[src/rtl/led_sequencer_if.sv]
// Control/output bundle between the LED sequencer and its controller (buttons, UART decoder).
// The master drives start/stop/mode/pattern; the slave (sequencer) drives the LED bank and status.
interface led_sequencer_if #(
  parameter int BITS = 8
);
  logic            START;
  logic            STOP;
  logic [1:0]      MODE;
  logic [BITS-1:0] PATTERN;
  logic [BITS-1:0] OUT;
  logic            BUSY;
  logic            STEP;

  modport master (
    output START, STOP, MODE, PATTERN,
    input  OUT, BUSY, STEP
  );

  modport slave (
    input  START, STOP, MODE, PATTERN,
    output OUT, BUSY, STEP
  );
endinterface

[src/rtl/led_sequencer.sv]
// Start/stop controlled LED pattern sequencer: prescaled step tick, IDLE/LOAD/RUN FSM, four animations.
// Optional PWM dimming of the bank is enabled by defining LED_SEQ_PWM_EN.
module led_sequencer #(
  parameter int BITS     = 8,
  parameter int TICK_DIV = 3000000,
  parameter int DUTY     = 4
) (
  input  logic           CLK,
  input  logic           RST,
  led_sequencer_if.slave bus
);

  localparam int PW = (TICK_DIV > 2) ? $clog2(TICK_DIV) : 1;

  typedef enum logic [1:0] {
    S_IDLE = 2'd0,
    S_LOAD = 2'd1,
    S_RUN  = 2'd2
  } state_t;

  localparam logic [1:0] M_COUNT = 2'd0;
  localparam logic [1:0] M_SHIFT = 2'd1;
  localparam logic [1:0] M_FILL  = 2'd2;

  state_t          state_q, state_d;
  logic [PW-1:0]   presc_q, presc_d;
  logic [BITS-1:0] out_q, out_d;
  logic            down_q, down_d;
  logic [1:0]      mode_q, mode_d;
  logic [BITS-1:0] pat_q, pat_d;
  logic            step_q, step_d;
  logic            arm;
  logic            wrap;

  function automatic logic [BITS-1:0] initial_value(input logic [1:0] mode,
                                                    input logic [BITS-1:0] pat);
    logic [BITS-1:0] v;
    case (mode)
      M_SHIFT: v = BITS'(1);
      2'd3:    v = pat;
      default: v = '0;
    endcase
    return v;
  endfunction

  // Returns {direction_down, next_out}; direction only matters for SHIFT.
  function automatic logic [BITS:0] advance(input logic [1:0]      mode,
                                            input logic [BITS-1:0] cur,
                                            input logic            down);
    logic [BITS-1:0] nxt;
    logic            nd;
    nxt = cur;
    nd  = down;
    case (mode)
      M_COUNT: nxt = cur + BITS'(1);
      M_SHIFT: begin
        // Endpoints reverse direction so each end bit is shown only once per pass.
        if (!down) begin
          if (cur[BITS-1]) begin
            nxt = cur >> 1;
            nd  = 1'b1;
          end else begin
            nxt = cur << 1;
          end
        end else begin
          if (cur[0]) begin
            nxt = cur << 1;
            nd  = 1'b0;
          end else begin
            nxt = cur >> 1;
          end
        end
      end
      M_FILL:  nxt = (&cur) ? '0 : ((cur << 1) | BITS'(1));
      default: nxt = ~cur;
    endcase
    return {nd, nxt};
  endfunction

  assign arm  = bus.START && !bus.STOP;
  assign wrap = (presc_q == PW'(TICK_DIV - 1));

  always_ff @(posedge CLK) begin
    if (RST) begin
      state_q <= S_IDLE;
    end else begin
      state_q <= state_d;
    end
  end

  always_comb begin
    state_d = state_q;
    case (state_q)
      S_IDLE:  if (arm) state_d = S_LOAD;
      S_LOAD:  state_d = bus.STOP ? S_IDLE : S_RUN;
      S_RUN:   if (bus.STOP) state_d = S_IDLE;
      default: state_d = S_IDLE;
    endcase
  end

  always_comb begin
    presc_d = presc_q;
    out_d   = out_q;
    down_d  = down_q;
    mode_d  = mode_q;
    pat_d   = pat_q;
    step_d  = 1'b0;
    case (state_q)
      S_IDLE: begin
        presc_d = '0;
        out_d   = '0;
        down_d  = 1'b0;
        if (arm) begin
          mode_d = bus.MODE;
          pat_d  = bus.PATTERN;
        end
      end
      S_LOAD: begin
        presc_d = '0;
        down_d  = 1'b0;
        out_d   = bus.STOP ? '0 : initial_value(mode_q, pat_q);
      end
      S_RUN: begin
        // STOP outranks a coincident tick: the bank clears and no step is reported.
        if (bus.STOP) begin
          presc_d = '0;
          out_d   = '0;
          down_d  = 1'b0;
        end else if (wrap) begin
          presc_d         = '0;
          {down_d, out_d} = advance(mode_q, out_q, down_q);
          step_d          = 1'b1;
        end else begin
          presc_d = presc_q + PW'(1);
        end
      end
      default: begin
        presc_d = '0;
        out_d   = '0;
        down_d  = 1'b0;
      end
    endcase
  end

  always_ff @(posedge CLK) begin
    if (RST) begin
      presc_q <= '0;
      out_q   <= '0;
      down_q  <= 1'b0;
      mode_q  <= '0;
      pat_q   <= '0;
      step_q  <= 1'b0;
    end else begin
      presc_q <= presc_d;
      out_q   <= out_d;
      down_q  <= down_d;
      mode_q  <= mode_d;
      pat_q   <= pat_d;
      step_q  <= step_d;
    end
  end

`ifdef LED_SEQ_PWM_EN
  logic [3:0] pwm_q;
  logic       pwm_on;

  always_ff @(posedge CLK) begin
    if (RST) begin
      pwm_q <= '0;
    end else begin
      pwm_q <= pwm_q + 4'd1;
    end
  end

  assign pwm_on = (int'(pwm_q) < DUTY);

  always_comb begin
    bus.OUT  = out_q & {BITS{pwm_on}};
    bus.BUSY = (state_q != S_IDLE);
    bus.STEP = step_q;
  end
`else
  always_comb begin
    bus.OUT  = out_q;
    bus.BUSY = (state_q != S_IDLE);
    bus.STEP = step_q;
  end
`endif

endmodule

[src/flat_wrapper.sv]
// flat-port wrapper written by rule: the top's interface ports become plain ports
module led_sequencer_flat 
#(
  parameter int BITS     = 8,
  parameter int TICK_DIV = 3000000,
  parameter int DUTY     = 4
)
  (CLK, RST, bus_START, bus_STOP, bus_MODE, bus_PATTERN, bus_OUT, bus_BUSY, bus_STEP);
  led_sequencer_if #(.BITS(BITS)) bus_i ();
  input  logic CLK;
  input  logic RST;
  input wire logic [$bits(bus_i.START)-1:0] bus_START;
  input wire logic [$bits(bus_i.STOP)-1:0] bus_STOP;
  input wire logic [$bits(bus_i.MODE)-1:0] bus_MODE;
  input wire logic [$bits(bus_i.PATTERN)-1:0] bus_PATTERN;
  output wire logic [$bits(bus_i.OUT)-1:0] bus_OUT;
  output wire logic [$bits(bus_i.BUSY)-1:0] bus_BUSY;
  output wire logic [$bits(bus_i.STEP)-1:0] bus_STEP;
  assign bus_i.START = bus_START;
  assign bus_i.STOP = bus_STOP;
  assign bus_i.MODE = bus_MODE;
  assign bus_i.PATTERN = bus_PATTERN;
  assign bus_OUT = bus_i.OUT;
  assign bus_BUSY = bus_i.BUSY;
  assign bus_STEP = bus_i.STEP;
  led_sequencer #(.BITS(BITS), .TICK_DIV(TICK_DIV), .DUTY(DUTY)) u_core (.CLK(CLK), .RST(RST), .bus(bus_i));
endmodule
[config.mk]
export PLATFORM = sky130hd
export DESIGN_NAME = led_sequencer_flat
export DESIGN_NICKNAME = d
export VERILOG_FILES = /design/src/rtl/led_sequencer_if.sv /design/src/rtl/led_sequencer.sv /design/src/flat_wrapper.sv
export SDC_FILE = /design/constraint.sdc
export NUM_CORES = 1
export LEC_CHECK = 0
export CORE_MARGIN = 2
export CORE_UTILIZATION = 49
export DETAILED_ROUTE_END_ITERATION = 16
export GPL_ROUTABILITY_DRIVEN = 0
export GPL_TIMING_DRIVEN = 0
export PLACE_DENSITY = 0.69
export SYNTH_ARGS = -nofsm -noshare
export SYNTH_HDL_FRONTEND = slang
export SYNTH_SLANG_ARGS = --single-unit
[constraint.sdc]
create_clock -name CLK -period 4.39 [get_ports CLK]
set_clock_uncertainty 0.2 [all_clocks]
set_input_delay 0.439 -clock CLK [delete_from_list [all_inputs] [get_ports CLK]]
set_output_delay 0.439 -clock CLK [all_outputs]
set_load 0.01 [all_outputs]
==> results.txt <==
- Run status: complete, no violations
- Along the worst path, the maximum fanout reaches 7.
* Cell type contributing the most total cell area after synthesis: dfxtp_1
* Number of flip-flops and latches in the synthesized netlist: 44
* Sinks on Clock Net: 44
* Source-to-sink clock delay at the later pin of the worst-skew pair: 0.30 ns
- Detailed placement finished with a half-perimeter wire length of 4016 um.
* Slew of the pin with the lowest slew margin: 0.9696 ns
- The detailed router put a total of 2565 um of wire on met1.
* Synth cell types: 53
* Buffering stage count on the worst path with inverters included: 2
- For the worst setup path, the data required time is 4.40 ns.
- Setup TNS Final: 0 ns
- Port Buffers: 22
- Vias after detailed routing: 2,220
- The number of antenna diodes in the final layout is 0.
- Nature of the critical path endpoint: flip-flop
- Number of nets in the layout: 344
- Post-cts gate resize count: 0
- Wire length reported by the detailed router: 5591 um
- Crit path depth: 8
- Area growth, synth to finish: 15.64%
- The max-slew violation count is 0.
- Cell-by-cell trace of the critical path: ha_1 > nand3_2 > or2_1 > or2_1 > buf_6 > or3_4 > buf_6 > o31ai_1
- Post-layout minimum cycle time: 2.431 ns
* Clock transition at path regs: 0.08 ns
* Synth Net Count: 315
- Initial detailed-routing violation count: 205
* Die Y-Extent: 74.91 um
- Across the VDD grid, the largest voltage drop is 0.1664 mV.
- Post-CTS Repair Setup Buffers: 0
* Main area contributors after synthesis: dfxtp_1, nor2_1, mux2i_1
- For this run the aggregate overflow at the end of global routing stands at 0.
- No sink is reached through more buffers than the 2 on the longest clock path.
* Average detailed-routed wire length per instance: 14.30 um
- Total routing usage reported by global routing: 21.44%
* Setup crit start: u_core.presc_q[0]
- Source of the worst register-to-register timing path: u_core.presc_q[0]
- In this run the power spent charging and discharging nets is 178.2 uW.
* Tightest slew margin relative to the limit: 34.81%
- Net switching is 24.77% of the power.
- Root Buffer Master: clkbuf_8
* Clock Power Share: 34.8%
- The routed design uses 2663 um of met2 wire.
* Detailed-routed wire length on met3: 211 um
* RSZ-0062 raised after global routing: false
- The average instance in the mapped netlist occupies 8.351 sq um.
- The initial utilization of the core area, before any placement, comes to 51.48%.
- Final Cycle Share: 55.38%
- The worst setup path is launched from a flip-flop.
- In this run, synthesis inferred 0 flip-flops with an integrated enable.
- Maximum number of pins on one net before global-route repair: 14
- Post-synthesis instance total: 295
* Uppermost layer routed: met4
* End point of the critical path: u_core.bus.OUT[5]
- Type of the setup path with the least slack: flip-flop to flip-flop
- Number of global-route vias before repair: 2,017
* Capturing point of the worst reg2reg path: u_core.bus.OUT[5]
* Max Cap Violations: 0
- Internal power summed over all cells: 541.1 uW
* Total number of H-tree levels: 2
- Total of warnings raised by yosys: 0
- Setup slack on the worst flop-to-flop path: 1.96 ns
- In this run, post-CTS hold repair placed 0 buffers.
- Maximum operating frequency: 0.4113 GHz
* P per Cell Area: 252.5 nW/um^2
- In this design, the stage delay of the slowest critical-path cell is 0.38 ns.
- Number of antenna violations at the first check in global routing: 0
- Reg2Reg Depth: 8
- Count of nets left with antenna violations after detail routing: 0
* Async SR Flop Fraction: 0%
- Global-route wire length before repair: 9170 um
- Share of power burned in combinational logic: 8.4%
- Clock tree synthesis inserted a total of 5 buffers.
* Worst hold-check path type: primary input to flip-flop
- Die boundary width: 74.91 um
* Detailed-route DRC error count: 0
- Highest-delay cell along the critical path: dfxtp_1
- Summed over all cells, the static leakage comes to 0.0009933 uW.
- Vias per cell: 5.678
* Top_reg_cell synth: dfxtp_1
* Area of the placeable core: 4786 sq um
- For the worst setup path, the data arrival time is 2.44 ns.
- Sequential-to-total area share from yosys stat: 35.75%
* Number of placed I/O pins: 24
- Finish-stage setup viols: 0
* Power consumption: 719.3 uW
- The final number of hold-violating endpoints was 0.
* Number of core rows: 25
* CTS tree: built
- The first TritonRoute pass finished after 5 iterations.
* Syn Std Cell Area: 2464 sq um
* Die outline area: 5611 sq um
- Registers are responsible for 56.9% of the overall power.
* Family with the most delay on the worst path: simple AND/OR/NAND/NOR gates
* Yosys top cell area share: 35.75%
- In the final layout, the share of cells above drive strength 1 is 5.556%.
==> power groups by stage <==
stage | registers (uW) | logic (uW) | clock network [uW]
after CTS | 409 | 59.7 | 255
final | 409 | 60.1 | 250
after detailed placement | 419 | 59.2 | 0
after global placement | 418 | 58.9 | 0
after floorplan | 417 | 36.2 | 0
after global routing | 410 | 65.4 | 268
==> metrics by stage <==
stage          area [sq um]  hold WS (ns)  cells  utilization [%]  worst slack [ns]
2_1_floorplan          2464        0.2295    295                -             2.161
3_3_place_gp           2768        0.2521    384            57.83             1.890
3_5_place_dp           2768        0.2593    384            57.83             1.880
4_1_cts                2849        0.2786    391            59.53             1.959
5_1_grt                2849        0.3123    391            59.53             1.719
6_report               2849        0.2792    391            59.53             1.959
==> cell families after synthesis <==
| kind of cell | share of synthesized area (%) |
|---|---|
| DFF | 35.75 |
| adders and majority gates | 3.047 |
| buffers and inverters | 5.383 |
| and+or+nand+nor | 28.09 |
| xor gates and xnor gates | 7.821 |
| muxes | 4.469 |
| AOI/OAI and AO/OA | 15.44 |
==> cell type report <==
type,count,area (sq um)
well taps,67,83.83
fillers,432,1937
flip-flops and latches,44,880.8
inverters,11,41.29
repair buffers,22,220.2
multi-input cells,222,1450
clock buffers,5,68.82
clock inverters,2,12.51
plain buffers,18,91.34
==> cells in the mapped netlist, types with 2 or more instances <==
cell type and n:
nor2_1 48, dfxtp_1 44, nand2_1 23, clkbuf_1 13
inv_1 11, mux2i_1 11, xnor2_1 11, xor2_1 11
nand3_1 10, nand4_1 9, a32oi_1 7, o31ai_1 7
and3_1 6, ha_1 6, nand2b_1 6, o21ai_0 6
a21o_1 4, nor3_1 4, or3_1 4, a21oi_1 3
a222oi_1 3, buf_6 3, nor2b_1 3, o21a_1 3
a211o_1 2, a211oi_1 2, nor3b_1 2, nor4_1 2
nor4b_1 2, o211a_1 2, o211ai_1 2, o22ai_1 2
o41ai_1 2, or2_1 2
==> cell usage in the layout, fill, tap and decap left out, types with 10 or more instances in the layout <==
cell type,netlist,layout
clkbuf_1,13,13
inv_1,11,11
dfxtp_1,44,44
clkdlybuf4s50_1,0,22
xnor2_1,11,11
mux2i_1,11,11
xor2_1,11,11
nand3_1,10,10
nor2_1,48,48
nand2_1,23,23
==> how the worst min path moves through the flow <==
| stage | slack (ns) | endpoint | cells past startpoint | from |
|---|---|---|---|---|
| after global routing | 0.31 | u_core.pat_q[2] | 2 | RST |
| after floorplan | 0.23 | u_core.presc_q[0] | 1 | u_core.presc_q[0] |
| after detailed placement | 0.26 | u_core.presc_q[0] | 1 | u_core.presc_q[0] |
| after global placement | 0.25 | u_core.presc_q[0] | 1 | u_core.presc_q[0] |
| final | 0.28 | u_core.mode_q[1] | 2 | RST |
| after CTS | 0.28 | u_core.presc_q[0] | 1 | u_core.presc_q[0] |
==> per-layer routing <==
layer,GRT usage (%),vias to the layer above
li1,-,1107
met1,27.20,1040
met2,35.67,57
met3,4.284,16
met4,8.730,0
met5,0,-
==> registers in the layout, summed over array words and instances (netlist names) <==
signal and count:
u_core.presc_q 22, u_core.bus.OUT 8, u_core.pat_q 8, u_core.mode_q 2
u_core.state_q 2, u_core.bus.STEP 1, u_core.down_q 1
No activity file was read; power rests on OpenSTA's default activity.
